### config.mk
export PLATFORM = sky130hd
export DESIGN_NAME = dcache_ctrl
export DESIGN_NICKNAME = d
export VERILOG_FILES = /design/src/rtl/dcache_ctrl_pkg.sv /design/src/rtl/dcache_sram.sv /design/src/rtl/dcache_ctrl.sv
export SDC_FILE = /design/constraint.sdc
export NUM_CORES = 2
export LEC_CHECK = 0
export CORE_MARGIN = 5
export CORE_UTILIZATION = 36
export CTS_CLUSTER_DIAMETER = 150
export DETAILED_ROUTE_END_ITERATION = 8
export RECOVER_POWER = 50
export SYNTH_ARGS = -nofsm -noshare
export SYNTH_HDL_FRONTEND = slang
export SYNTH_MEMORY_MAX_BITS = 65536
export SYNTH_SLANG_ARGS = --single-unit
### constraint.sdc
create_clock -name clk_i -period 21.3 [get_ports clk_i]
set_input_delay 2.13 -clock clk_i [delete_from_list [all_inputs] [get_ports clk_i]]
set_output_delay 2.13 -clock clk_i [all_outputs]
set_load 0.02 [all_outputs]
### src/rtl/dcache_ctrl_pkg.sv
// rtl/dcache_ctrl_pkg.sv - shared types and geometry for the data cache controller
// Contents: FSM state enum, cache geometry constants, line address helper.
package dcache_ctrl_pkg;

  localparam int LINE_W = 256;
  localparam int SETS   = 16;
  localparam int TAG_W  = 23;
  localparam int IDX_W  = 4;
  localparam int WORD_W = 32;
  localparam int OFF_W  = 5;

  typedef enum logic [2:0] {
    S_IDLE,
    S_MISS,
    S_WRITEBACK,
    S_READMISS,
    S_READMISSOK
  } state_t;

  // Memory-side line address: byte offset bits forced to zero.
  function automatic logic [31:0] line_addr(input logic [TAG_W-1:0] tag,
                                            input logic [IDX_W-1:0] idx);
    return {tag, idx, {OFF_W{1'b0}}};
  endfunction

endpackage

### src/rtl/dcache_sram.sv
// rtl/dcache_sram.sv - direct-mapped line storage with one write port and async read
// Ports: clk, rst (async, active-high, clears valid/dirty only); we, idx, wr_tag,
//        wr_dirty, wr_line (write port, every write marks the set valid);
//        rd_valid, rd_dirty, rd_tag, rd_line (combinational read of set idx).
module dcache_sram
  import dcache_ctrl_pkg::*;
(
  input  logic              clk,
  input  logic              rst,
  input  logic              we,
  input  logic [IDX_W-1:0]  idx,
  input  logic [TAG_W-1:0]  wr_tag,
  input  logic              wr_dirty,
  input  logic [LINE_W-1:0] wr_line,
  output logic              rd_valid,
  output logic              rd_dirty,
  output logic [TAG_W-1:0]  rd_tag,
  output logic [LINE_W-1:0] rd_line
);

  logic [SETS-1:0]   valid_q;
  logic [SETS-1:0]   dirty_q;
  logic [TAG_W-1:0]  tag_q  [SETS];
  logic [LINE_W-1:0] data_q [SETS];

  always_ff @(posedge clk or posedge rst) begin
    if (rst) begin
      valid_q <= '0;
      dirty_q <= '0;
    end else if (we) begin
      valid_q[idx] <= 1'b1;
      dirty_q[idx] <= wr_dirty;
    end
  end

  // Tags and data are meaningless while valid is low, so they carry no reset.
  always_ff @(posedge clk) begin
    if (we) begin
      tag_q[idx]  <= wr_tag;
      data_q[idx] <= wr_line;
    end
  end

  assign rd_valid = valid_q[idx];
  assign rd_dirty = dirty_q[idx];
  assign rd_tag   = tag_q[idx];
  assign rd_line  = data_q[idx];

endmodule

### src/rtl/dcache_ctrl.sv
// rtl/dcache_ctrl.sv - write-back, write-allocate direct-mapped data cache controller
// Ports: clk_i, rst_i (async, active-high); cpu_req_i, cpu_write_i, cpu_addr_i,
//        cpu_data_i, cpu_data_o, cpu_stall_o (MEM-stage side); mem_enable_o,
//        mem_write_o, mem_addr_o, mem_data_o, mem_data_i, mem_ack_i (line memory side).
module dcache_ctrl
  import dcache_ctrl_pkg::*;
(
  input  logic              clk_i,
  input  logic              rst_i,
  input  logic              cpu_req_i,
  input  logic              cpu_write_i,
  input  logic [31:0]       cpu_addr_i,
  input  logic [31:0]       cpu_data_i,
  output logic [31:0]       cpu_data_o,
  output logic              cpu_stall_o,
  output logic              mem_enable_o,
  output logic              mem_write_o,
  output logic [31:0]       mem_addr_o,
  output logic [LINE_W-1:0] mem_data_o,
  input  logic [LINE_W-1:0] mem_data_i,
  input  logic              mem_ack_i
);

  state_t state;

  logic [TAG_W-1:0]  tag;
  logic [IDX_W-1:0]  idx;
  logic [2:0]        wsel;
  logic              rd_valid;
  logic              rd_dirty;
  logic [TAG_W-1:0]  rd_tag;
  logic [LINE_W-1:0] rd_line;
  logic [LINE_W-1:0] wr_line;
  logic              hit;
  logic              store_hit;
  logic              fill;
  logic              we;
  logic              unused_byte_sel;

  assign tag  = cpu_addr_i[31:9];
  assign idx  = cpu_addr_i[8:5];
  assign wsel = cpu_addr_i[4:2];
  assign unused_byte_sel = ^cpu_addr_i[1:0];

  assign hit       = cpu_req_i & rd_valid & (rd_tag == tag);
  assign store_hit = (state == S_IDLE) & hit & cpu_write_i;
  assign fill      = (state == S_READMISS) & mem_ack_i;
  assign we        = store_hit | fill;

  // Fill and store-hit live in different states, so one write port suffices.
  always_comb begin
    wr_line = rd_line;
    if (fill) begin
      wr_line = mem_data_i;
    end else begin
      wr_line[wsel*WORD_W +: WORD_W] = cpu_data_i;
    end
  end

  dcache_sram u_sram (
    .clk      (clk_i),
    .rst      (rst_i),
    .we       (we),
    .idx      (idx),
    .wr_tag   (tag),
    .wr_dirty (~fill),
    .wr_line  (wr_line),
    .rd_valid (rd_valid),
    .rd_dirty (rd_dirty),
    .rd_tag   (rd_tag),
    .rd_line  (rd_line)
  );

  assign cpu_data_o  = rd_line[wsel*WORD_W +: WORD_W];
  assign cpu_stall_o = (state == S_IDLE) ? (cpu_req_i & ~hit) : 1'b1;

  // The set is untouched until the fill, so the read port still shows the victim.
  assign mem_addr_o = (state == S_WRITEBACK) ? line_addr(rd_tag, idx)
                                             : line_addr(tag, idx);
  assign mem_data_o = rd_line;

  always_ff @(posedge clk_i or posedge rst_i) begin
    if (rst_i) begin
      state        <= S_IDLE;
      mem_enable_o <= 1'b0;
      mem_write_o  <= 1'b0;
    end else begin
      case (state)
        S_IDLE: begin
          if (cpu_req_i && !hit) state <= S_MISS;
        end
        S_MISS: begin
          mem_enable_o <= 1'b1;
          if (rd_valid && rd_dirty) begin
            state       <= S_WRITEBACK;
            mem_write_o <= 1'b1;
          end else begin
            state       <= S_READMISS;
            mem_write_o <= 1'b0;
          end
        end
        S_WRITEBACK: begin
          if (mem_ack_i) begin
            state       <= S_READMISS;
            mem_write_o <= 1'b0;
          end
        end
        S_READMISS: begin
          if (mem_ack_i) begin
            state        <= S_READMISSOK;
            mem_enable_o <= 1'b0;
          end
        end
        S_READMISSOK: begin
          state <= S_IDLE;
        end
        default: begin
          state        <= S_IDLE;
          mem_enable_o <= 1'b0;
          mem_write_o  <= 1'b0;
        end
      endcase
    end
  end

endmodule
==> flow_summary_export.csv <==
group,metric,value,unit
logic_synthesis,seq_area_frac_synth,0.7604,
floorplan,io_pins,648,
worst_setup_path,reg2reg_setup_slack,8080,ps
logic_synthesis,ys.flop_type,"edfxtp_1",
drt,ant_nets,0,
worst_setup_path,crit_cells,8,
floorplan,die-width,712.2,microns
global_route,grt_pass1_vias,90830,
cells_and_area,area_growth,16.63,%
drt,drtIter0Drc,12810,
worst_setup_path,criticalPathCategory,"in2out",
worst_setup_path,slowest_stage,"clkbuf_1",
place,dpl.hpwl,347200,microns
timing,fin_skew,90.58,ps
place,postPlaceCellArea,193200,sq um
drt,wl,580300,microns
cells_and_area,drive_gt1_frac,0.2516,
hold_path,hp-start,"u_sram.valid_q[6]",
clocking,cts.sinks,4501,
pwr,internal_power,0.01581,W
logic_synthesis,syn_area_per_cell,22.60,sq um
global_route,antenna_found_initial,113,
clocking,numCtsBuffers,440,
floorplan,core,492600,sq um
clocking,ctsResizeCount,0,
timing,fmax,0.06143,GHz
clocking,clk_pin_slew,60,ps
logic_synthesis,ys_types,63,
timing,maxSlewViolCount,2284,
pwr,p_per_area,102.6,nW/um^2
drt,drc,0,
logic_synthesis,async_flop_share,0.008220,
global_route,grt_max_degree,176,
timing,hold_violations,0,
worst_setup_path,cpMostUsedCell,"clkbuf_1",
worst_setup_path,critPathCaptureType,"output pin",
hold_path,hp-class,"reg2reg",
drt,wl_met3,59760,microns
logic_synthesis,syn_inst,7853,
worst_setup_path,slowest_delay,3330,ps
clocking,postCtsSetupBuffers,0,
run,drv_cap,114,
clocking,root_buffer,"clkbuf_16",
global_route,grt_pass1_wl,781700,microns
floorplan,initial_core_util,0.3604,
logic_synthesis,yosysWarnings,0,
drt,via_per_inst,5.804,
worst_setup_path,worstPathBufferInverterCount,4,
clocking,cts_buffer_depth,4,
hold_path,whs_path_depth,1,
logic_synthesis,syn_area,177500,sq um
pwr,seq_power_share,0.507,
floorplan,die_area,507200,sq um
logic_synthesis,synth_edf_count,4464,
place,gp_congestion,0.8714,
outcome,status,"complete, but fails checks",
global_route,grt_use_total,0.2226,
drt,wl_met1,211800,microns
drt,via_count,91460,
pwr,p_comb_frac,0.129,
floorplan,fp.dieH,712.2,microns
pwr,swShare,0.2554,
worst_setup_path,crit_chain,"clkbuf_1 > clkbuf_1 > clkbuf_1 > mux4_2 > mux4_2 > nand2_1 > nand2_1 > clkdlybuf4s50_1",
logic_synthesis,synth-seq-cells,4501,
worst_setup_path,start_kind,"input port",
clocking,cts_tree,"built",
cells_and_area,final_common_cell,"edfxtp_1",
worst_setup_path,cp_data_required_time,19170,ps
timing,maxSlewHeadroom,-2.813,
pwr,power,0.02124,W
logic_synthesis,synth.area.top_cells,"edfxtp_1 76%, mux4_2 18%, mux2i_1 1.2%",
cells_and_area,final_cell_mix,"4464 x edfxtp_1, 1431 x mux4_2, 576 x clkdlybuf4s50_1",
place,port_buffers,640,
worst_setup_path,cp.arrival,14150,ps
outcome,violations,"max-capacitance violations, max-slew violations",
worst_setup_path,crit_family,"buffers and inverters",
drt,wl_met2,266200,microns
timing,worst_slew_pin_slew,5719,ps
worst_setup_path,r2r-end,"u_sram.data_q[4][229]",
pwr,clkPwrFrac,0.364,
timing,setup_viol,0,
worst_setup_path,crit_fanout,52,
logic_synthesis,yosysTopAreaCell,"edfxtp_1",
drt,avgRoutedWirePerCell,36.83,microns
drt,dr.max_layer_used,"met5",
timing,min_period,16280,ps
cells_and_area,final_nets,9136,
pwr,p_leak,63.99,nW
clocking,cts.htree.levels,5,
global_route,grt_overflow,0,
hold_path,hold_end,"u_sram.valid_q[6]",
logic_synthesis,synth_top_area_share,0.7551,
pwr,p_sw,0.005423,W
timing,timing.final.crit_share,0.7642,
timing,rsz0062_at_grt,"false",
clocking,insertion_delay,1030,ps
worst_setup_path,rr_worst_depth,8,
clocking,cts_hold_buf,0,
pwr,vdd.ir_drop.worst,0.07139,mV
worst_setup_path,r2r-start,"state[0]",
floorplan,rows,258,
drt,dr.pass1.iters,6,
cells_and_area,stdcell_area,207000,sq um
worst max-delay path by stage:
stage / from / to / slack (ps)
4_1_cts: cpu_addr_i[5] / cpu_data_o[25] / 9910
3_5_place_dp: cpu_addr_i[5] / cpu_data_o[25] / 9950
2_1_floorplan: cpu_addr_i[6] / u_sram.data_q[6][0] / -3320
6_report: cpu_addr_i[7] / cpu_data_o[13] / 5020
3_3_place_gp: cpu_addr_i[5] / cpu_data_o[25] / 9980
5_1_grt: cpu_addr_i[7] / u_sram.data_q[9][92] / 5170
cell usage after synthesis, drive strengths merged (8+ instances only):
| cell | n |
|---|---|
| a21oi | 111 |
| a31oi | 27 |
| a32oi | 32 |
| buf | 177 |
| clkbuf | 305 |
| dfrtp | 37 |
| edfxtp | 4464 |
| inv | 14 |
| mux2 | 23 |
| mux2i | 209 |
| mux4 | 1431 |
| nand2 | 440 |
| nand2b | 8 |
| nand3 | 8 |
| nand4 | 9 |
| nor2 | 80 |
| nor3 | 75 |
| o21ai | 282 |
| o21bai | 9 |
| xnor2 | 22 |
sequential cells by signal, indices dropped and copies added (netlist names):
name and count:
u_sram.tag_q 368, mem_write_o 1, u_sram.valid_q 16, mem_enable_o 1, u_sram.data_q 4096, state 3, u_sram.dirty_q 16
power by group through the flow:
stage | Sequential (W) | Clock, W | Combinational, W
after floorplan | 0.0110 | 0 | 0.00137
after global placement | 0.0109 | 0 | 0.00268
after detailed placement | 0.0109 | 0 | 0.00278
after CTS | 0.0107 | 0.00785 | 0.00279
after global routing | 0.0108 | 0.00822 | 0.00286
final | 0.0108 | 0.00773 | 0.00274
through the flow:
stage	TNS, ps	cells	util	setup WS (ps)	hold slack [ps]
2_1_floorplan	-2781020	7857	-	-3323	422.6
3_3_place_gp	0	14860	0.3923	9979	435.4
3_5_place_dp	0	14870	0.3923	9949	444.9
4_1_cts	0	15680	0.4212	9911	457.7
5_1_grt	0	15710	0.4200	5173	481.8
6_report	0	15760	0.4203	5022	459.7
cell families (layout without fill, tap and decap cells):
group,count (synthesis),count (layout),share of synthesized area
mux,1663,1663,0.1948
fa+ha+maj,2,2,0.0001409
flops,4501,4501,0.7604
buf+inv,497,1822,0.01170
simple gates,649,649,0.01518
compound gates,513,513,0.01647
xor+xnor,27,27,0.001332
other cells,1,81,0.00002113
metal layers:
metal	vias up	GRT usage
met4	14	0.1464
met3	1025	0.05430
li1	35540	-
met1	49470	0.2872
met2	5409	0.3362
met5	-	0.001320
area by class of cell:
class | count | area, sq um
multi-input cells | 2859 | 40570
clock buffers | 528 | 11380
inverters | 15 | 65.06
diodes | 76 | 190.2
flip-flops and latches | 4501 | 135000
repair buffers | 992 | 8857
fillers | 42260 | 285600
clock inverters | 287 | 2861
well taps | 6500 | 8133
(Power assumes the default switching activity.)
